--- config.mk ---
export PLATFORM = sky130hd
export DESIGN_NAME = bip_core_v2
export DESIGN_NICKNAME = d
export VERILOG_FILES = /design/src/rtl/bip_pkg.sv /design/src/rtl/bip_decoder.sv /design/src/rtl/bip_core_v2.sv
export SDC_FILE = /design/constraint.sdc
export NUM_CORES = 1
export LEC_CHECK = 0
export CORE_UTILIZATION = 48
export CTS_CLUSTER_DIAMETER = 200
export CTS_CLUSTER_SIZE = 16
export DETAILED_ROUTE_END_ITERATION = 10
export PLACE_DENSITY = 0.78
export SYNTH_ARGS = -nofsm -noshare
export SYNTH_HDL_FRONTEND = slang
export SYNTH_HIERARCHICAL = 1
export SYNTH_SLANG_ARGS = --single-unit
--- constraint.sdc ---
create_clock -name i_clk -period 5.05 [get_ports i_clk]
set_clock_uncertainty 0.1 [all_clocks]
set_input_delay 1.01 -clock i_clk [delete_from_list [all_inputs] [get_ports i_clk]]
set_output_delay 1.01 -clock i_clk [all_outputs]
set_load 0.01 [all_outputs]
--- src/rtl/bip_pkg.sv ---
// Shared definitions for the BIP accumulator core: opcode map, FSM state
// encoding, decoder select encodings and the clogb2 width helper.
// Optional feature macro used by the core/decoder: BIP_BRANCH_EN.
package bip_pkg;

    localparam int NB_OPCODE_DEF = 5;

    localparam logic [4:0] OP_HLT  = 5'b00000;
    localparam logic [4:0] OP_STO  = 5'b00001;
    localparam logic [4:0] OP_LD   = 5'b00010;
    localparam logic [4:0] OP_LDI  = 5'b00011;
    localparam logic [4:0] OP_ADD  = 5'b00100;
    localparam logic [4:0] OP_ADDI = 5'b00101;
    localparam logic [4:0] OP_SUB  = 5'b00110;
    localparam logic [4:0] OP_SUBI = 5'b00111;
    localparam logic [4:0] OP_BEQ  = 5'b01000;
    localparam logic [4:0] OP_BNE  = 5'b01001;
    localparam logic [4:0] OP_JMP  = 5'b01010;

    typedef enum logic [1:0] {
        ST_RUN  = 2'd0,
        ST_WAIT = 2'd1,
        ST_HALT = 2'd2
    } state_e;

    // ACC source select
    localparam logic [1:0] SELA_MEM = 2'd0;
    localparam logic [1:0] SELA_IMM = 2'd1;
    localparam logic [1:0] SELA_ALU = 2'd2;

    // Branch type
    localparam logic [1:0] BR_NONE = 2'd0;
    localparam logic [1:0] BR_EQ   = 2'd1;
    localparam logic [1:0] BR_NE   = 2'd2;
    localparam logic [1:0] BR_JMP  = 2'd3;

    // Number of bits needed to represent 'value' (value >= 1).
    function automatic int clogb2(input int value);
        int v;
        int n;
        v = value;
        n = 0;
        while (v > 0) begin
            n = n + 1;
            v = v >> 1;
        end
        return n;
    endfunction

endpackage

--- src/rtl/bip_decoder.sv ---
// Combinational opcode decoder for the BIP core. Unknown opcodes decode as
// NOP (no ACC write, no memory access, no branch). Branch opcodes only
// decode when BIP_BRANCH_EN is defined; otherwise they fall into NOP.
module bip_decoder
    import bip_pkg::*;
#(
    parameter int NB_OPCODE = NB_OPCODE_DEF
) (
    input  logic [NB_OPCODE-1:0] opcode_i,
    output logic [1:0]           sel_a_o,
    output logic                 sel_b_o,
    output logic                 wr_acc_o,
    output logic                 sub_o,
    output logic                 rd_o,
    output logic                 wr_o,
    output logic [1:0]           br_o,
    output logic                 hlt_o
);

    // Map opcode to datapath controls; defaults describe a NOP
    always_comb begin
        sel_a_o  = SELA_ALU;
        sel_b_o  = 1'b0;
        wr_acc_o = 1'b0;
        sub_o    = 1'b0;
        rd_o     = 1'b0;
        wr_o     = 1'b0;
        br_o     = BR_NONE;
        hlt_o    = 1'b0;
        case (opcode_i)
            NB_OPCODE'(OP_HLT):  hlt_o = 1'b1;
            NB_OPCODE'(OP_STO):  wr_o  = 1'b1;
            NB_OPCODE'(OP_LD): begin
                rd_o     = 1'b1;
                wr_acc_o = 1'b1;
                sel_a_o  = SELA_MEM;
            end
            NB_OPCODE'(OP_LDI): begin
                wr_acc_o = 1'b1;
                sel_a_o  = SELA_IMM;
            end
            NB_OPCODE'(OP_ADD): begin
                rd_o     = 1'b1;
                wr_acc_o = 1'b1;
            end
            NB_OPCODE'(OP_ADDI): begin
                wr_acc_o = 1'b1;
                sel_b_o  = 1'b1;
            end
            NB_OPCODE'(OP_SUB): begin
                rd_o     = 1'b1;
                wr_acc_o = 1'b1;
                sub_o    = 1'b1;
            end
            NB_OPCODE'(OP_SUBI): begin
                wr_acc_o = 1'b1;
                sel_b_o  = 1'b1;
                sub_o    = 1'b1;
            end
`ifdef BIP_BRANCH_EN
            NB_OPCODE'(OP_BEQ):  br_o = BR_EQ;
            NB_OPCODE'(OP_BNE):  br_o = BR_NE;
            NB_OPCODE'(OP_JMP):  br_o = BR_JMP;
`endif
            default: ;
        endcase
    end

endmodule

--- src/rtl/bip_core_v2.sv ---
// BIP accumulator core: PC, ACC and RUN/WAIT/HALT control. Memory
// instructions stall in WAIT until i_mem_ready; the instruction is latched
// on WAIT entry so o_rd/o_wr/o_addr_data stay stable while stalled.
// Optional feature macro: BIP_BRANCH_EN (enables BEQ/BNE/JMP).
module bip_core_v2
    import bip_pkg::*;
#(
    parameter int NB_BITS        = 16,
    parameter int INS_MEM_DEPTH  = 2048,
    parameter int DATA_MEM_DEPTH = 1024,
    parameter int NB_OPCODE      = NB_OPCODE_DEF,
    localparam int NB_PC   = clogb2(INS_MEM_DEPTH - 1),
    localparam int NB_DA   = clogb2(DATA_MEM_DEPTH - 1),
    localparam int NB_SIGX = NB_BITS - NB_OPCODE
) (
    input  logic               i_clk,
    input  logic               i_rst,
    input  logic [NB_BITS-1:0] i_instruction,
    input  logic [NB_BITS-1:0] i_data_mem,
    input  logic               i_mem_ready,
    output logic [NB_PC-1:0]   o_addr_ins,
    output logic [NB_DA-1:0]   o_addr_data,
    output logic [NB_BITS-1:0] o_data,
    output logic               o_rd,
    output logic               o_wr,
    output logic               o_halted
);

    state_e             state_q, state_d;
    logic [NB_PC-1:0]   pc_q, pc_d, pc_inc;
    logic [NB_BITS-1:0] acc_q, acc_d;
    logic [NB_BITS-1:0] ir_q, ir_d;

    logic [NB_BITS-1:0] cur_ins;
    logic [NB_SIGX-1:0] operand;
    logic [NB_BITS-1:0] imm, alu_b, alu_res, acc_new;
    logic               active, mem_op, br_take;

    logic [1:0] dec_sel_a, dec_br;
    logic       dec_sel_b, dec_wr_acc, dec_sub, dec_rd, dec_wr, dec_hlt;

    // While stalled, execute from the latched copy of the instruction
    assign cur_ins = (state_q == ST_WAIT) ? ir_q : i_instruction;
    assign operand = cur_ins[NB_SIGX-1:0];
    assign imm     = {{NB_OPCODE{operand[NB_SIGX-1]}}, operand};

    bip_decoder #(.NB_OPCODE(NB_OPCODE)) u_dec (
        .opcode_i (cur_ins[NB_BITS-1 -: NB_OPCODE]),
        .sel_a_o  (dec_sel_a),
        .sel_b_o  (dec_sel_b),
        .wr_acc_o (dec_wr_acc),
        .sub_o    (dec_sub),
        .rd_o     (dec_rd),
        .wr_o     (dec_wr),
        .br_o     (dec_br),
        .hlt_o    (dec_hlt)
    );

    assign alu_b   = dec_sel_b ? imm : i_data_mem;
    assign alu_res = dec_sub ? (acc_q - alu_b) : (acc_q + alu_b);
    assign mem_op  = dec_rd | dec_wr;
    assign pc_inc  = (pc_q == NB_PC'(INS_MEM_DEPTH - 1)) ? '0 : pc_q + NB_PC'(1);

    // Select the value written into ACC
    always_comb begin
        acc_new = alu_res;
        case (dec_sel_a)
            SELA_MEM: acc_new = i_data_mem;
            SELA_IMM: acc_new = imm;
            default:  acc_new = alu_res;
        endcase
    end

`ifdef BIP_BRANCH_EN
    logic acc_zero;
    assign acc_zero = (acc_q == '0);

    // Resolve branch decision from branch type and ACC zero test
    always_comb begin
        br_take = 1'b0;
        case (dec_br)
            BR_EQ:   br_take = acc_zero;
            BR_NE:   br_take = ~acc_zero;
            BR_JMP:  br_take = 1'b1;
            default: br_take = 1'b0;
        endcase
    end
`else
    logic unused_br;
    assign unused_br = ^dec_br;
    assign br_take   = 1'b0;
`endif

    // Next-state logic for FSM, PC, ACC and the stall instruction latch
    always_comb begin
        state_d = state_q;
        pc_d    = pc_q;
        acc_d   = acc_q;
        ir_d    = ir_q;
        case (state_q)
            ST_RUN: begin
                if (dec_hlt) begin
                    state_d = ST_HALT;
                end else if (mem_op) begin
                    if (i_mem_ready) begin
                        if (dec_wr_acc) acc_d = acc_new;
                        pc_d = pc_inc;
                    end else begin
                        state_d = ST_WAIT;
                        ir_d    = i_instruction;
                    end
                end else begin
                    if (dec_wr_acc) acc_d = acc_new;
                    pc_d = br_take ? operand[NB_PC-1:0] : pc_inc;
                end
            end
            ST_WAIT: begin
                if (i_mem_ready) begin
                    if (dec_wr_acc) acc_d = acc_new;
                    pc_d    = pc_inc;
                    state_d = ST_RUN;
                end
            end
            default: ;
        endcase
    end

    // State registers, cleared asynchronously by reset
    always_ff @(posedge i_clk or negedge i_rst) begin
        if (!i_rst) begin
            state_q <= ST_RUN;
            pc_q    <= '0;
            acc_q   <= '0;
            ir_q    <= '0;
        end else begin
            state_q <= state_d;
            pc_q    <= pc_d;
            acc_q   <= acc_d;
            ir_q    <= ir_d;
        end
    end

    // Requests are gated by reset so they drop without waiting for an edge
    assign active      = i_rst & (state_q != ST_HALT);
    assign o_rd        = active & dec_rd;
    assign o_wr        = active & dec_wr;
    assign o_addr_ins  = pc_q;
    assign o_addr_data = cur_ins[NB_DA-1:0];
    assign o_data      = acc_q;
    assign o_halted    = (state_q == ST_HALT);

endmodule

Yosys cells after proc, flatten, opt, wreduce, memory -nomap -nowiden
Index checks and enable logic that the tools add are counted.
{ "totals": {"register_bits": 45, "inputBits": 35, "out_inout_bits": 40, "elab_cells": 66} }
{ "classes": {"addsub": 3, "n_eq_ne": 16, "n_mux": 26, "n_bitwise": 6, "n_reduce_logical": 11} }
{ "ops": {"columns": ["op", "count"], "rows": [
  ["2-to-1 mux 16 bit", 7],
  ["one-hot mux 16 bit (2 select lines)", 2],
  ["2-to-1 mux 11 bit", 4],
  ["one-hot mux 11 bit (2 select lines)", 1],
  ["== test 5 x 3 -> 1 bit (second input constant)", 4],
  ["adder 16 bit", 1],
  ["subtractor 16 bit", 1],
  ["adder 11 x 1 -> 11 bit (second input constant)", 1],
  ["== test 11 bit (second input constant)", 1],
  ["== test 5 x 2 -> 1 bit (second input constant)", 2],
  ["2-to-1 mux 2 bit", 4],
  ["one-hot mux 2 bit (2 select lines)", 2],
  ["AND reduction 4 bit", 2],
  ["2-to-1 mux 1 bit", 6],
  ["inequality test 2 bit (second input constant)", 3],
  ["inequality test 3 bit (second input constant)", 2],
  ["OR reduction 6 bit", 1],
  ["== test 5 x 1 -> 1 bit (second input constant)", 1],
  ["logical NOT 5 bit", 1],
  ["== test 2 x 1 -> 1 bit (second input constant)", 2],
  ["logical NOT 2 bit", 2],
  ["OR reduction 2 bit", 2],
  ["AND 1 bit", 3],
  ["OR reduction 3 bit", 1],
  ["5 further kinds", 6]
]} }

Depth between registers and ports, before layout
{ "logic_depth": {"ltp_word": 14, "ltp_mapped": 26, "ltp_nobuf": 22} }

By module
Netlist, hierarchy kept.
{ "by_module_without_submodules": {"columns": ["mod", "n_inst", "cells_each", "area_each_um2"], "rows": [
  ["bip_core_v2", 1, 439, 3829.9],
  ["bip_decoder", 1, 13, 87.6]
]} }

Worst setup path before layout
Ideal clock, no wire load.
{ "synth_path": {"kind": "flip-flop to flip-flop", "start": "register state_q[1]", "end": "register acc_q[15], in the netlist o_data[15]", "arrival_time_ns": 4.490, "setup_slack_ns": 0.334, "stages_incl_launch_ff": 27, "n_path_buf": 4, "synth_period_minus_slack_ns": 4.716, "cell_sequence": "dfrtp_1 nor2b_2 buf_6 buf_2 mux2_2 nor2_2 and3_2 buf_2 buf_2 nand2_1 o211ai_1 inv_1 ha_1 inv_1 a211oi_2 nand4_1 o21ba_2 xor2_1 o21ai_1 ha_1 a21oi_1 a21oi_1 o22ai_1 a21oi_1 xnor2_1 xnor2_1 o21ai_1"} }
{ "synth_between": {"elab_chain_len": 14} }
{ "synth_lines": {"columns": ["item", "line_no", "text"], "rows": [
  ["start: declaration", "bip_core_v2.sv:29", "state_e state_q, state_d;"],
  ["start signal: assignment", "bip_core_v2.sv:136", "state_q <= state_d;"],
  ["== test 2 x 1 -> 1 bit (*)", "bip_core_v2.sv:43", "assign cur_ins = (state_q == ST_WAIT) ? ir_q : i_instruction;"],
  ["2-to-1 mux 16 bit (*)", "bip_core_v2.sv:43", null],
  ["named net cur_ins[15]", "bip_core_v2.sv:34", "logic [NB_BITS-1:0] cur_ins;"],
  ["== test 5 x 3 -> 1 bit", "bip_decoder.sv:30", "case (opcode_i)"],
  ["OR reduction 2 bit (no line) (*)", null, null],
  ["2-to-1 mux 1 bit (*)", "bip_decoder.sv:30", null],
  ["named net dec_sel_b", "bip_core_v2.sv:40", "logic dec_sel_b, dec_wr_acc, dec_sub, dec_rd, dec_wr, dec_hlt;"],
  ["2-to-1 mux 16 bit (*)", "bip_core_v2.sv:59", "assign alu_b = dec_sel_b ? imm : i_data_mem;"],
  ["adder 16 bit / subtractor 16 bit (equally long branches)", "bip_core_v2.sv:60", "assign alu_res = dec_sub ? (acc_q - alu_b) : (acc_q + alu_b);"],
  ["2-to-1 mux 16 bit (*)", "bip_core_v2.sv:60", null],
  ["one-hot mux 16 bit (2 select lines) (*)", "bip_core_v2.sv:67", "case (dec_sel_a)"],
  ["2-to-1 mux 16 bit (*)", "bip_core_v2.sv:106, bip_core_v2.sv:113, bip_core_v2.sv:119", null],
  ["2-to-1 mux 16 bit", "bip_core_v2.sv:105", "if (i_mem_ready) begin"],
  ["2-to-1 mux 16 bit", "bip_core_v2.sv:104", "end else if (mem_op) begin"],
  ["2-to-1 mux 16 bit", "bip_core_v2.sv:102", "if (dec_hlt) begin"],
  ["one-hot mux 16 bit (2 select lines) (*)", "bip_core_v2.sv:100", "case (state_q)"],
  ["end signal: assignment", "bip_core_v2.sv:133", "acc_q <= '0;"],
  ["end signal: assignment", "bip_core_v2.sv:138", "acc_q <= acc_d;"],
  ["end: declaration", "bip_core_v2.sv:31", "logic [NB_BITS-1:0] acc_q, acc_d;"]
]} }
The timed path passes the listed nets; every way through them passes the cells marked *. The select of a mux whose other input is x is not followed.
A chain may end at the register's enable or synchronous reset.

Final worst setup path
{ "layout_path": {"start": "input port i_instruction[15]", "end": "register acc_q[15], in the netlist o_data[15]"} }
{ "layout_between": {"elab_chain_len": 13} }
{ "layout_lines": {"columns": ["item", "line_no", "text"], "rows": [
  ["start: declaration", "bip_core_v2.sv:18", "input logic [NB_BITS-1:0] i_instruction,"],
  ["2-to-1 mux 16 bit (*)", "bip_core_v2.sv:43", null],
  ["named net cur_ins[15]", "bip_core_v2.sv:34", null],
  ["== test 5 x 3 -> 1 bit", "bip_decoder.sv:30", null],
  ["OR reduction 2 bit (no line) (*)", null, null],
  ["2-to-1 mux 1 bit (*)", "bip_decoder.sv:30", null],
  ["named net dec_sel_b", "bip_core_v2.sv:40", null],
  ["2-to-1 mux 16 bit (*)", "bip_core_v2.sv:59", null],
  ["adder 16 bit / subtractor 16 bit (equally long branches)", "bip_core_v2.sv:60", null],
  ["2-to-1 mux 16 bit (*)", "bip_core_v2.sv:60", null],
  ["one-hot mux 16 bit (2 select lines) (*)", "bip_core_v2.sv:67", null],
  ["2-to-1 mux 16 bit (*)", "bip_core_v2.sv:106, bip_core_v2.sv:113, bip_core_v2.sv:119", null],
  ["2-to-1 mux 16 bit", "bip_core_v2.sv:105", null],
  ["2-to-1 mux 16 bit", "bip_core_v2.sv:104", null],
  ["2-to-1 mux 16 bit", "bip_core_v2.sv:102", null],
  ["one-hot mux 16 bit (2 select lines) (*)", "bip_core_v2.sv:100", null]
]} }
Marks and branches as above.

==> results.json <==
{
  "drive_gt1_share_pct": 17.4,
  "cts-root-buf": "clkbuf_8",
  "dieWidth_um": 92.1,
  "die_area_um2": 8490,
  "synth_warnings": 6,
  "min_period_ns": 4.79,
  "hold_class": "flop to flop",
  "grt_max_degree": 42,
  "vias": 3685,
  "postRouteAntennaNets": 0,
  "grt_pass1_vias": 3718,
  "start_util_pct": 49.9,
  "clkSlewWorstSetupHoldPaths_ns": 0.10,
  "clock_power_share_pct": 10.6,
  "fmax_ghz": 0.209,
  "rr_startpoint": "state_q[1]",
  "drv_cap": 0,
  "fin_util_pct": 63.8,
  "setup_viol": 0,
  "vias_per_cell": 5.75,
  "drt_iter0_drc": 172,
  "min_from": "ir_q[10]",
  "rows": 32,
  "final_nets": 591,
  "syn_nets": 502,
  "power.share.switching_pct": 41.4,
  "rr_worst_depth": 21,
  "p_seq_share_pct": 26.2,
  "multi_input_area_um2": 2550,
  "hold_viol": 0,
  "crit_path_end_kind": "flop",
  "period_share_pct": 94.8,
  "tightest_slew_ns": 0.878,
  "regArea_um2": 1130,
  "cts_tree": "done",
  "antennaDiodeCount": 0,
  "fillers": 697,
  "finalInstanceArea_um2": 4980,
  "syn_area_um2": 3900,
  "grt_pass1_wl_um": 17600,
  "area.growth.synth_to_final_pct": 27.8,
  "path_max_fanout": 17,
  "critPathArrivalTime_ns": 4.89,
  "irDropWorstVdd_mv": 0.270,
  "worstHoldPathCells": 2,
  "power.switching_uw": 1010,
  "internal-power_uw": 1440,
  "overflow": 0,
  "slew_violations": 0,
  "gr-usage-all-layers_pct": 26.2,
  "cts_buffer_depth": 2,
  "critPathRequiredTime_ns": 5.15,
  "detail_route.wl_per_cell_um": 16.4,
  "die_height_um": 92.1,
  "htreeDepth": 2,
  "rsz0062_at_grt": "yes",
  "hpwl_um": 7980,
  "syn_avg_cell_area_um2": 8.68,
  "powerDensity_nw_per_um2": 491,
  "worst-setup-path-type": "input port to flop",
  "power.total_uw": 2450,
  "synthCells": 449,
  "dpl_cell_area_um2": 4870,
  "place_congestion": 0.860,
  "hold-worst-slack_ns": 0.395,
  "drt_pass1_iterations": 5,
  "startpoint": "i_instruction[15]",
  "coreArea_um2": 7810,
  "drcViolationCount": 0,
  "top_level_ports": 75,
  "antenna_found_initial": 0,
  "pwr-share-comb_pct": 63.2,
  "cp-start-kind": "input port",
  "max_slew_margin_pct": 41.4,
  "status": "completed",
  "port_buffers": 74,
  "p_leak_uw": 0.00206,
  "cts_sinks": 45,
  "clk_latency_ns": 0.31,
  "drt_wl_total_um": 10500,
  "cts_made_buffers": 5
}
metal layers:
layer	GRT usage (%)	vias to the layer above	wire length, µm
li1	-	1802	-
met1	33.3	1730	4680
met2	43.6	121	4900
met3	4.15	32	593
met4	11.8	0	316
met5	0	-	0
sequential cells by signal, indices dropped and copies added (netlist names):
signal and cells:
ir_q 16, o_data 16, o_addr_ins 11, state_q 2
layout by cell type (no fill, tap or decap), drive strengths merged, types with 5 or more instances in the layout:
| cell | n |
|---|---|
| xnor2 | 17 |
| o211ai | 9 |
| nor2 | 32 |
| clkdlybuf4s50 | 73 |
| dfrtp | 45 |
| mux2 | 29 |
| nand3 | 7 |
| nor3 | 13 |
| nand4b | 8 |
| a21oi | 38 |
| ha | 17 |
| and3 | 8 |
| inv | 18 |
| buf | 38 |
| o21ai | 42 |
| a211oi | 7 |
| nand2 | 34 |
| clkbuf | 6 |
| nor2b | 7 |
| xor2 | 13 |
| mux2i | 11 |
| nand2b | 12 |
| nand4 | 5 |
through the flow:
step	setup slack [ns]	std cells	setup TNS (ns)
after floorplan	0.334	449	0
after detailed placement	-0.0778	633	-0.273
final	0.262	641	0
after global placement	0.0358	633	0
after CTS	0.237	641	0
after global routing	-0.00821	641	-0.00821
layout make-up:
cell class	count	area share (%)
flip-flops and latches	45	22.6
inverters	17	1.28
clock buffers	6	1.66
clock inverters	2	0.352
well taps	102	2.56
repair buffers	111	20.3
multi-input cells	358	51.2
critical path: stages:
cell and delay [ns]:
clkdlybuf4s50_1 0.41, mux2_2 0.28, nor2_2 0.14, and3_4 0.30
nand2b_1 0.15, a21boi_2 0.18, ha_1 0.17, inv_1 0.05
a211oi_2 0.17, nand4_1 0.20, o21ba_2 0.28, xor2_1 0.14
o21ai_1 0.08, ha_1 0.33, a21oi_1 0.22, a21oi_1 0.10
o22ai_1 0.16, a21oi_1 0.08, xnor2_1 0.20, xnor2_1 0.15
o21ai_1 0.08
power by group through the flow:
stage	registers [µW]	clock network, µW	logic [µW]
2_1_floorplan	654	0	938
3_3_place_gp	635	0	1470
3_5_place_dp	647	0	1510
4_1_cts	640	270	1520
5_1_grt	658	278	1710
6_report	641	261	1550
final timing paths:
kind	slack [ns]	end
hold / removal	0.39	ir_q[10]
hold reg to reg	0.39	ir_q[10]
setup reg to reg	0.61	o_data[15]
setup / recovery	0.26	o_data[15]
max in group asynchronous	3.68	ir_q[5]
min in group asynchronous	0.41	o_addr_ins[3]
what timing repair did:
action                                  4_1_cts  5_1_grt
endpoints found under the hold margin         0        0
hold buffers                                  0        0
gates resized for setup                       0        3
buffers inserted                              0        0
endpoints found under the setup margin        0        7
Power figures use the tool's default switching activity.
